--- src/rtl/ifu_fetch_if.sv ---
// Handshake bundle between the fetch unit and its neighbours: write-back commit,
// instruction memory and decode.
interface ifu_fetch_if;
    logic        write_back_i_valid;
    logic        write_back_i_need_jump;
    logic [31:0] write_back_i_jump_pc;
    logic        fetch_o_imem_req_valid;
    logic        imem_i_req_ready;
    logic [31:0] fetch_o_imem_addr;
    logic        imem_i_rsp_valid;
    logic [31:0] imem_i_rsp_data;
    logic        imem_i_rsp_err;
    logic        fetch_o_valid;
    logic        decode_i_ready;
    logic [31:0] fetch_o_instr;
    logic [31:0] fetch_o_pc;
    logic        fetch_o_err;

    modport master (
        input  write_back_i_valid, write_back_i_need_jump, write_back_i_jump_pc,
        input  imem_i_req_ready, imem_i_rsp_valid, imem_i_rsp_data, imem_i_rsp_err,
        input  decode_i_ready,
        output fetch_o_imem_req_valid, fetch_o_imem_addr,
        output fetch_o_valid, fetch_o_instr, fetch_o_pc, fetch_o_err
    );

    modport slave (
        output write_back_i_valid, write_back_i_need_jump, write_back_i_jump_pc,
        output imem_i_req_ready, imem_i_rsp_valid, imem_i_rsp_data, imem_i_rsp_err,
        output decode_i_ready,
        input  fetch_o_imem_req_valid, fetch_o_imem_addr,
        input  fetch_o_valid, fetch_o_instr, fetch_o_pc, fetch_o_err
    );
endinterface

--- src/rtl/ifu_fetch.sv ---
// Multi-cycle instruction fetch: one outstanding memory request at a time, next PC
// driven by the write-back commit, sticky error on misalignment, bus error or timeout.
module ifu_fetch #(
    parameter logic [31:0] RESET_PC  = 32'h8000_0000,
    parameter int unsigned TIMEOUT   = 16,
    parameter logic [31:0] NOP_INSTR = 32'h0000_0013
) (
    input logic         clk,
    input logic         rst,
    ifu_fetch_if.master bus
);

    typedef enum logic [2:0] {
        S_BOOT  = 3'd0,
        S_IDLE  = 3'd1,
        S_REQ   = 3'd2,
        S_WAIT  = 3'd3,
        S_VALID = 3'd4,
        S_ERR   = 3'd5
    } state_t;

    localparam logic [7:0] TMO_LAST = 8'(TIMEOUT - 1);

    state_t      state_r;
    logic [31:0] pc_r;
    logic [31:0] instr_r;
    logic [7:0]  cnt_r;
    logic        req_valid_r;
    logic        valid_r;
    logic        err_r;

    logic [31:0] next_pc_s;
    logic        misaligned_s;

    function automatic logic is_misaligned(input logic [31:0] addr);
        return (addr[1:0] != 2'b00);
    endfunction

    // Candidate PC for a retire seen in S_IDLE; the +4 wraps modulo 2^32
    always_comb begin
        next_pc_s = pc_r + 32'd4;
        if (bus.write_back_i_need_jump) begin
            next_pc_s = bus.write_back_i_jump_pc;
        end else begin
            next_pc_s = pc_r + 32'd4;
        end
        misaligned_s = is_misaligned(next_pc_s);
    end

    // Fetch FSM with all handshake outputs registered alongside the state
    always_ff @(posedge clk or posedge rst) begin
        if (rst) begin
            state_r     <= S_BOOT;
            pc_r        <= RESET_PC;
            instr_r     <= NOP_INSTR;
            cnt_r       <= 8'd0;
            req_valid_r <= 1'b0;
            valid_r     <= 1'b0;
            err_r       <= 1'b0;
        end else begin
            case (state_r)
                S_BOOT: begin
                    state_r     <= S_REQ;
                    req_valid_r <= 1'b1;
                end
                S_IDLE: begin
                    if (bus.write_back_i_valid) begin
                        pc_r <= next_pc_s;
                        if (misaligned_s) begin
                            state_r <= S_ERR;
                            err_r   <= 1'b1;
                            instr_r <= NOP_INSTR;
                        end else begin
                            state_r     <= S_REQ;
                            req_valid_r <= 1'b1;
                        end
                    end else begin
                        state_r <= S_IDLE;
                    end
                end
                S_REQ: begin
                    if (bus.imem_i_req_ready) begin
                        state_r     <= S_WAIT;
                        req_valid_r <= 1'b0;
                        cnt_r       <= 8'd0;
                    end else begin
                        state_r <= S_REQ;
                    end
                end
                S_WAIT: begin
                    if (bus.imem_i_rsp_valid && !bus.imem_i_rsp_err) begin
                        state_r <= S_VALID;
                        instr_r <= bus.imem_i_rsp_data;
                        valid_r <= 1'b1;
                    end else if (bus.imem_i_rsp_valid || (cnt_r == TMO_LAST)) begin
                        // Bus error and timeout share the same absorbing error exit
                        state_r <= S_ERR;
                        err_r   <= 1'b1;
                        instr_r <= NOP_INSTR;
                    end else begin
                        cnt_r <= cnt_r + 8'd1;
                    end
                end
                S_VALID: begin
                    if (bus.decode_i_ready) begin
                        state_r <= S_IDLE;
                        valid_r <= 1'b0;
                    end else begin
                        state_r <= S_VALID;
                    end
                end
                S_ERR: begin
                    state_r     <= S_ERR;
                    err_r       <= 1'b1;
                    instr_r     <= NOP_INSTR;
                    req_valid_r <= 1'b0;
                    valid_r     <= 1'b0;
                end
                default: begin
                    // An illegal encoding is treated as a fault, never silently recovered
                    state_r     <= S_ERR;
                    err_r       <= 1'b1;
                    instr_r     <= NOP_INSTR;
                    req_valid_r <= 1'b0;
                    valid_r     <= 1'b0;
                end
            endcase
        end
    end

    assign bus.fetch_o_imem_req_valid = req_valid_r;
    assign bus.fetch_o_imem_addr      = pc_r;
    assign bus.fetch_o_valid          = valid_r;
    assign bus.fetch_o_instr          = instr_r;
    assign bus.fetch_o_pc             = pc_r;
    assign bus.fetch_o_err            = err_r;

endmodule
--- src/flat_wrapper.sv ---
// flat-port wrapper written by rule: the top's interface ports become plain ports
module ifu_fetch_flat 
#(
    parameter logic [31:0] RESET_PC  = 32'h8000_0000,
    parameter int unsigned TIMEOUT   = 16,
    parameter logic [31:0] NOP_INSTR = 32'h0000_0013
)
  (clk, rst, bus_write_back_i_valid, bus_write_back_i_need_jump, bus_write_back_i_jump_pc, bus_imem_i_req_ready, bus_imem_i_rsp_valid, bus_imem_i_rsp_data, bus_imem_i_rsp_err, bus_decode_i_ready, bus_fetch_o_imem_req_valid, bus_fetch_o_imem_addr, bus_fetch_o_valid, bus_fetch_o_instr, bus_fetch_o_pc, bus_fetch_o_err);
  ifu_fetch_if bus_i ();
  input logic clk;
  input logic rst;
  input wire logic [$bits(bus_i.write_back_i_valid)-1:0] bus_write_back_i_valid;
  input wire logic [$bits(bus_i.write_back_i_need_jump)-1:0] bus_write_back_i_need_jump;
  input wire logic [$bits(bus_i.write_back_i_jump_pc)-1:0] bus_write_back_i_jump_pc;
  input wire logic [$bits(bus_i.imem_i_req_ready)-1:0] bus_imem_i_req_ready;
  input wire logic [$bits(bus_i.imem_i_rsp_valid)-1:0] bus_imem_i_rsp_valid;
  input wire logic [$bits(bus_i.imem_i_rsp_data)-1:0] bus_imem_i_rsp_data;
  input wire logic [$bits(bus_i.imem_i_rsp_err)-1:0] bus_imem_i_rsp_err;
  input wire logic [$bits(bus_i.decode_i_ready)-1:0] bus_decode_i_ready;
  output wire logic [$bits(bus_i.fetch_o_imem_req_valid)-1:0] bus_fetch_o_imem_req_valid;
  output wire logic [$bits(bus_i.fetch_o_imem_addr)-1:0] bus_fetch_o_imem_addr;
  output wire logic [$bits(bus_i.fetch_o_valid)-1:0] bus_fetch_o_valid;
  output wire logic [$bits(bus_i.fetch_o_instr)-1:0] bus_fetch_o_instr;
  output wire logic [$bits(bus_i.fetch_o_pc)-1:0] bus_fetch_o_pc;
  output wire logic [$bits(bus_i.fetch_o_err)-1:0] bus_fetch_o_err;
  assign bus_i.write_back_i_valid = bus_write_back_i_valid;
  assign bus_i.write_back_i_need_jump = bus_write_back_i_need_jump;
  assign bus_i.write_back_i_jump_pc = bus_write_back_i_jump_pc;
  assign bus_i.imem_i_req_ready = bus_imem_i_req_ready;
  assign bus_i.imem_i_rsp_valid = bus_imem_i_rsp_valid;
  assign bus_i.imem_i_rsp_data = bus_imem_i_rsp_data;
  assign bus_i.imem_i_rsp_err = bus_imem_i_rsp_err;
  assign bus_i.decode_i_ready = bus_decode_i_ready;
  assign bus_fetch_o_imem_req_valid = bus_i.fetch_o_imem_req_valid;
  assign bus_fetch_o_imem_addr = bus_i.fetch_o_imem_addr;
  assign bus_fetch_o_valid = bus_i.fetch_o_valid;
  assign bus_fetch_o_instr = bus_i.fetch_o_instr;
  assign bus_fetch_o_pc = bus_i.fetch_o_pc;
  assign bus_fetch_o_err = bus_i.fetch_o_err;
  ifu_fetch #(.RESET_PC(RESET_PC), .TIMEOUT(TIMEOUT), .NOP_INSTR(NOP_INSTR)) u_core (.clk(clk), .rst(rst), .bus(bus_i));
endmodule
--- config.mk ---
export PLATFORM = sky130hd
export DESIGN_NAME = ifu_fetch_flat
export DESIGN_NICKNAME = d
export VERILOG_FILES = /design/src/rtl/ifu_fetch_if.sv /design/src/rtl/ifu_fetch.sv /design/src/flat_wrapper.sv
export SDC_FILE = /design/constraint.sdc
export NUM_CORES = 1
export LEC_CHECK = 0
export BUFFER_PORTS_ARGS = -buffer_cell sky130_fd_sc_hd__buf_2
export CAP_MARGIN = 20
export CORE_ASPECT_RATIO = 0.9
export CORE_MARGIN = 2
export CORE_UTILIZATION = 52
export DETAILED_ROUTE_END_ITERATION = 7
export PLACE_DENSITY = 0.86
export SLEW_MARGIN = 25
export SYNTH_ARGS = -nofsm -noshare
export SYNTH_HDL_FRONTEND = slang
export SYNTH_SLANG_ARGS = --single-unit
--- constraint.sdc ---
create_clock -name clk -period 3.7 [get_ports clk]
set_clock_uncertainty 0.2 [all_clocks]
set_input_delay 0 -clock clk [delete_from_list [all_inputs] [get_ports clk]]
set_output_delay 0 -clock clk [all_outputs]
set_load 0.01 [all_outputs]
# After elaboration in Yosys (flattened, before gate mapping)
# Index checks and enable logic that the tools add are counted.
# totals
regBits	78
out_inout_bits	99
mem_bits_rw	0
mem_count	0
romBits	0
in_bits	72
elab_cells	71
latchBits	0
# classes
order_cmp	0
mul	0
mux	29
shift	0
n_reduce_logical	15
n_bitwise	3
eq_ne	15
div	0
n_addsub	2
# op_table
cell	n
$mux W32	5
$pmux W32 S3	1
$add A32 B3 Y32 const B	1
$mux W8	3
$pmux W8 S2	1
$mux W3	5
$pmux W3 S5	1
$ne A2 B2 Y1 const B	6
$reduce_and A4 Y1	3
$mux W1	10
$add A8 B1 Y8 const B	1
$eq A8 B4 Y1 const B	1
$eq A3 B2 Y1 const B	2
$ne A2 B1 Y1 const B	3
$pmux W1 S3	2
$reduce_or A3 Y1	2
$reduce_and A5 Y1	1
$pmux W1 S4	1
$reduce_bool A2 Y1	2
$eq A3 B1 Y1 const B	1
$eq A3 B3 Y1 const B	1
$logic_not A3 Y1	1
$ne A3 B1 Y1 const B	1
$not A1 Y1	3
other kinds (6)	6

# Longest topological paths before layout
# logic_depth
word_depth	6
mapped_depth	8
ltp_nobuf	6

# Worst setup path before layout
# No wires, ideal clock.
# synth_timing
kind	register to register
from	register u_core.pc_r[2] (netlist: u_core.bus.fetch_o_imem_addr[2])
to	register u_core.pc_r[18] (netlist: u_core.bus.fetch_o_imem_addr[18])
slack_ns	1.192
path_buffers	1
t_required_ns	3.363
path_stages_with_launch	8
arrival_ns	2.171
period_less_slack_ns	2.508
setup_ns	0.137
cell_sequence	dfrtp_1 -> ha_1 -> nand3_2 -> or4_1 -> buf_2 -> or4_1 -> mux2i_1 -> a21oi_1
# synth_via
elab_chain_cells	2
# synth_rtl
element	line	source
from (decl)	ifu_fetch.sv:25	logic [31:0] pc_r;
from (signal assigned)	ifu_fetch.sv:68	pc_r <= next_pc_s;
$add A32 B3 Y32	ifu_fetch.sv:45	next_pc_s = pc_r + 32'd4;
$mux W32	ifu_fetch.sv:42	if (bus.write_back_i_need_jump) begin
# Every way passes these cells.
# A chain may end at the register's enable or synchronous reset.

# Final worst setup path
# Same ends and word-level chain as after synthesis.

==> impl_metrics.env <==
export IMPL_final_util=0.756
export IMPL_numPortBuffers=170
export IMPL_cts_clk_slew_worst_paths_ps=80
export IMPL_p_per_area_nw_per_um2=501
export IMPL_grt_max_degree=79
export IMPL_worstPathArrival_ps=2770
export IMPL_hold_slack_ps=45.3
export IMPL_clock_path_buffers=2
export IMPL_synth_nets=504
export IMPL_place_gp_congestion=0.862
export IMPL_seqPwrFrac=0.420
export IMPL_path_max_fanout=8
export IMPL_status="complete, no violations"
export IMPL_grt_pass1_wl_mm=20.6
export IMPL_ys_seq_elements=78
export IMPL_synth_top_cells_by_area="dfrtp_1 (45%), buf_4 (6.4%), a22o_1 (6.2%)"
export IMPL_rrSetupSlack_ps=920
export IMPL_netSwitchingPower_w=0.00106
export IMPL_areaGrowthSynthToFinish_pct=39.9
export IMPL_final_nets=704
export IMPL_drive_above_1_share=0.326
export IMPL_synth_largest_area_cell="dfrtp_1"
export IMPL_synth_area_per_cell_um2=9.58
export IMPL_cts_tree="built"
export IMPL_drt_wl_total_mm=13.1
export IMPL_clockPowerShare=0.271
export IMPL_startpoint="u_core.bus.fetch_o_imem_addr[2]"
export IMPL_start_util=0.541
export IMPL_synth_edf_count=0
export IMPL_max_freq_mhz=360
export IMPL_num_vias=4356
export IMPL_cts_sinks=78
export IMPL_tns_ps=0
export IMPL_reg2reg_to="u_core.bus.fetch_o_imem_addr[18]"
export IMPL_first_pass_iters=5
export IMPL_synth_seq_area_share=0.475
export IMPL_combPwrFrac=0.309
export IMPL_cts_root_buf="clkbuf_8"
export IMPL_p_int_w=0.00182
export IMPL_grt_pass1_vias=4109
export IMPL_switching_share=0.369
export IMPL_rsz0062_at_grt="false"
export IMPL_holdCritStartpoint="bus_write_back_i_need_jump"
export IMPL_grt_use_total=0.299
export IMPL_cts_max_level=3
export IMPL_post_drt_via_cell_ratio=5.94
export IMPL_drtAntennaViolNets=0
export IMPL_ys_warnings_count=0
export IMPL_wire_per_inst_um=17.8
export IMPL_max_cap_violations=0
export IMPL_r2r_cells=6
export IMPL_reg2reg_from="u_core.bus.fetch_o_imem_addr[2]"
export IMPL_criticalPathCategory="register to register"
export IMPL_tightest_slew_ps=916
export IMPL_drc=0
export IMPL_ys_types=50
export IMPL_clk_latency_ps=340
export IMPL_synth_top_area_share=0.450
export IMPL_synth_main_ff_cell="dfrtp_1"
export IMPL_finalMaxSlewViolations=0
export IMPL_slew_headroom=0.384
export IMPL_min_period_ps=2780
export IMPL_first_iter_violations=359
export IMPL_coreArea_um2=7620
export IMPL_pin_count=171
export IMPL_endpoint="u_core.bus.fetch_o_imem_addr[18]"
export IMPL_hold_path_class="input pin to register"
export IMPL_final_common_cell="buf_2"
export IMPL_cts_setup_buffers=0
export IMPL_placement_rows=30
export IMPL_die_w_um=97.8
export IMPL_overflow=0
export IMPL_numCtsBuffers=9
export IMPL_p_leak_nw=2.85
export IMPL_start_kind="register"
export IMPL_worstPathRequired_ps=3690
export IMPL_async_reset_ff_frac=1.00
export IMPL_critPathCaptureType="register"
export IMPL_fin_crit_sh=0.751
export IMPL_netlist_area_um2=4120
export IMPL_ctsResizeCount=0
export IMPL_final_setup_viol_count=0
export IMPL_finalHoldViolCount=0
export IMPL_hpwl_mm=7.76
export IMPL_layout_common_cells="buf_2 (170), dfrtp_1 (74), dlygate4sd3_1 (73)"
export IMPL_max_vdd_ir_drop_mv=0.316
export IMPL_antenna_found_initial=0
export IMPL_dieHeight_um=88.4
export IMPL_die_area_um2=8650
export IMPL_syn_inst=430
## per-stage QoR
step | setup WS (ps) | std cells | power [W] | cell area [µm²]
finish | 921 | 733 | 0.00288 | 5760
global route | 814 | 731 | 0.00303 | 5760
CTS | 964 | 731 | 0.00287 | 5750
detailed placement | 987 | 642 | 0.00204 | 4780
global placement | 1090 | 642 | 0.00200 | 4780
floorplan | 1190 | 430 | 0.00181 | 4120
## power by group through the flow
| stage | clock (W) | sequential, W | combinational (W) |
|---|---|---|---|
| floorplan | 0 | 0.00120 | 0.000615 |
| global route | 0.000820 | 0.00124 | 0.000977 |
| finish | 0.000782 | 0.00121 | 0.000892 |
| CTS | 0.000790 | 0.00120 | 0.000881 |
| global placement | 0 | 0.00120 | 0.000804 |
| detailed placement | 0 | 0.00122 | 0.000819 |
## flip-flops by register name (all words and copies together) (netlist names)
register and count:
u_core.bus.fetch_o_imem_req_valid 1, u_core.cnt_r 8, u_core.bus.fetch_o_instr 32, u_core.bus.fetch_o_err 1
u_core.state_r 3, u_core.bus.fetch_o_valid 1, u_core.bus.fetch_o_imem_addr 32
## logic make-up (layout without fill, tap and decap cells)
kind of cell	after synthesis	after routing	share of synthesized area
and+or+nand+nor	137	137	0.172
AOI/OAI and AO/OA	122	122	0.206
DFF	78	78	0.475
buffers and inverters	74	279	0.101
muxes	11	11	0.0267
xor gates and xnor gates	6	6	0.0128
adders and majority gates	2	2	0.00607
other	0	2	0
## worst max-delay path, stage by stage (launching register included)
cell and delay [ps]:
dfrtp_1 490, ha_1 260, nand3_2 180, or4_1 700, or4_1 550, mux2i_1 160, a21oi_1 80
## what timing repair did
action                                  4_1_cts  5_1_grt
hold endpoints to repair                    149        0
hold buffers                                 73        0
endpoints found under the setup margin        0        0
## metal layers
| layer | share of wire | track usage | up-vias |
|---|---|---|---|
| met4 | 0.023 | 0.111 | 0 |
| li1 | - | - | 1972 |
| met1 | 0.39 | 0.384 | 2090 |
| met2 | 0.51 | 0.522 | 262 |
| met3 | 0.076 | 0.0490 | 32 |
| met5 | 0 | 0 | - |
## area by class of cell
class,instances,area [µm²]
antenna,2,5.00
inverter,14,52.6
timing repair buffer,249,1630
sequential,78,1960
clock buffer,9,124
clock inverter,7,120
tap,96,120
multi-input combinational,278,1750
fill,501,1860
## worst min-delay path by stage
stage                                            to  slack (ps)  cells after the start
global placement    u_core.bus.fetch_o_imem_addr[0]          10                      3
finish              u_core.bus.fetch_o_imem_addr[9]          50                      2
global route        u_core.bus.fetch_o_imem_addr[9]          70                      2
CTS                 u_core.bus.fetch_o_imem_addr[9]          10                      2
floorplan           u_core.bus.fetch_o_imem_addr[0]         -90                      2
detailed placement  u_core.bus.fetch_o_imem_addr[1]          20                      3
## synth_stat cells, types with 2 or more instances
library cell	count
dfrtp_1	74
buf_4	35
a22o_1	29
a21oi_1	28
nand2_1	27
nor2_1	26
nor3_1	23
o22ai_1	19
clkbuf_1	17
inv_1	14
o21ai_0	13
nand3_1	12
mux2i_1	11
nand4_1	11
nor4_1	8
and3_1	7
buf_2	7
a211oi_1	6
a22oi_1	5
xor2_1	5
dfstp_2	4
or4_1	4
a311oi_1	3
a31oi_1	3
and4_1	3
nand2b_1	3
or2_2	3
a41oi_1	2
ha_1	2
nand3_2	2
nor3b_1	2
o221a_2	2
o31ai_1	2
o41ai_1	2
No activity file was read; power rests on OpenSTA's default activity.
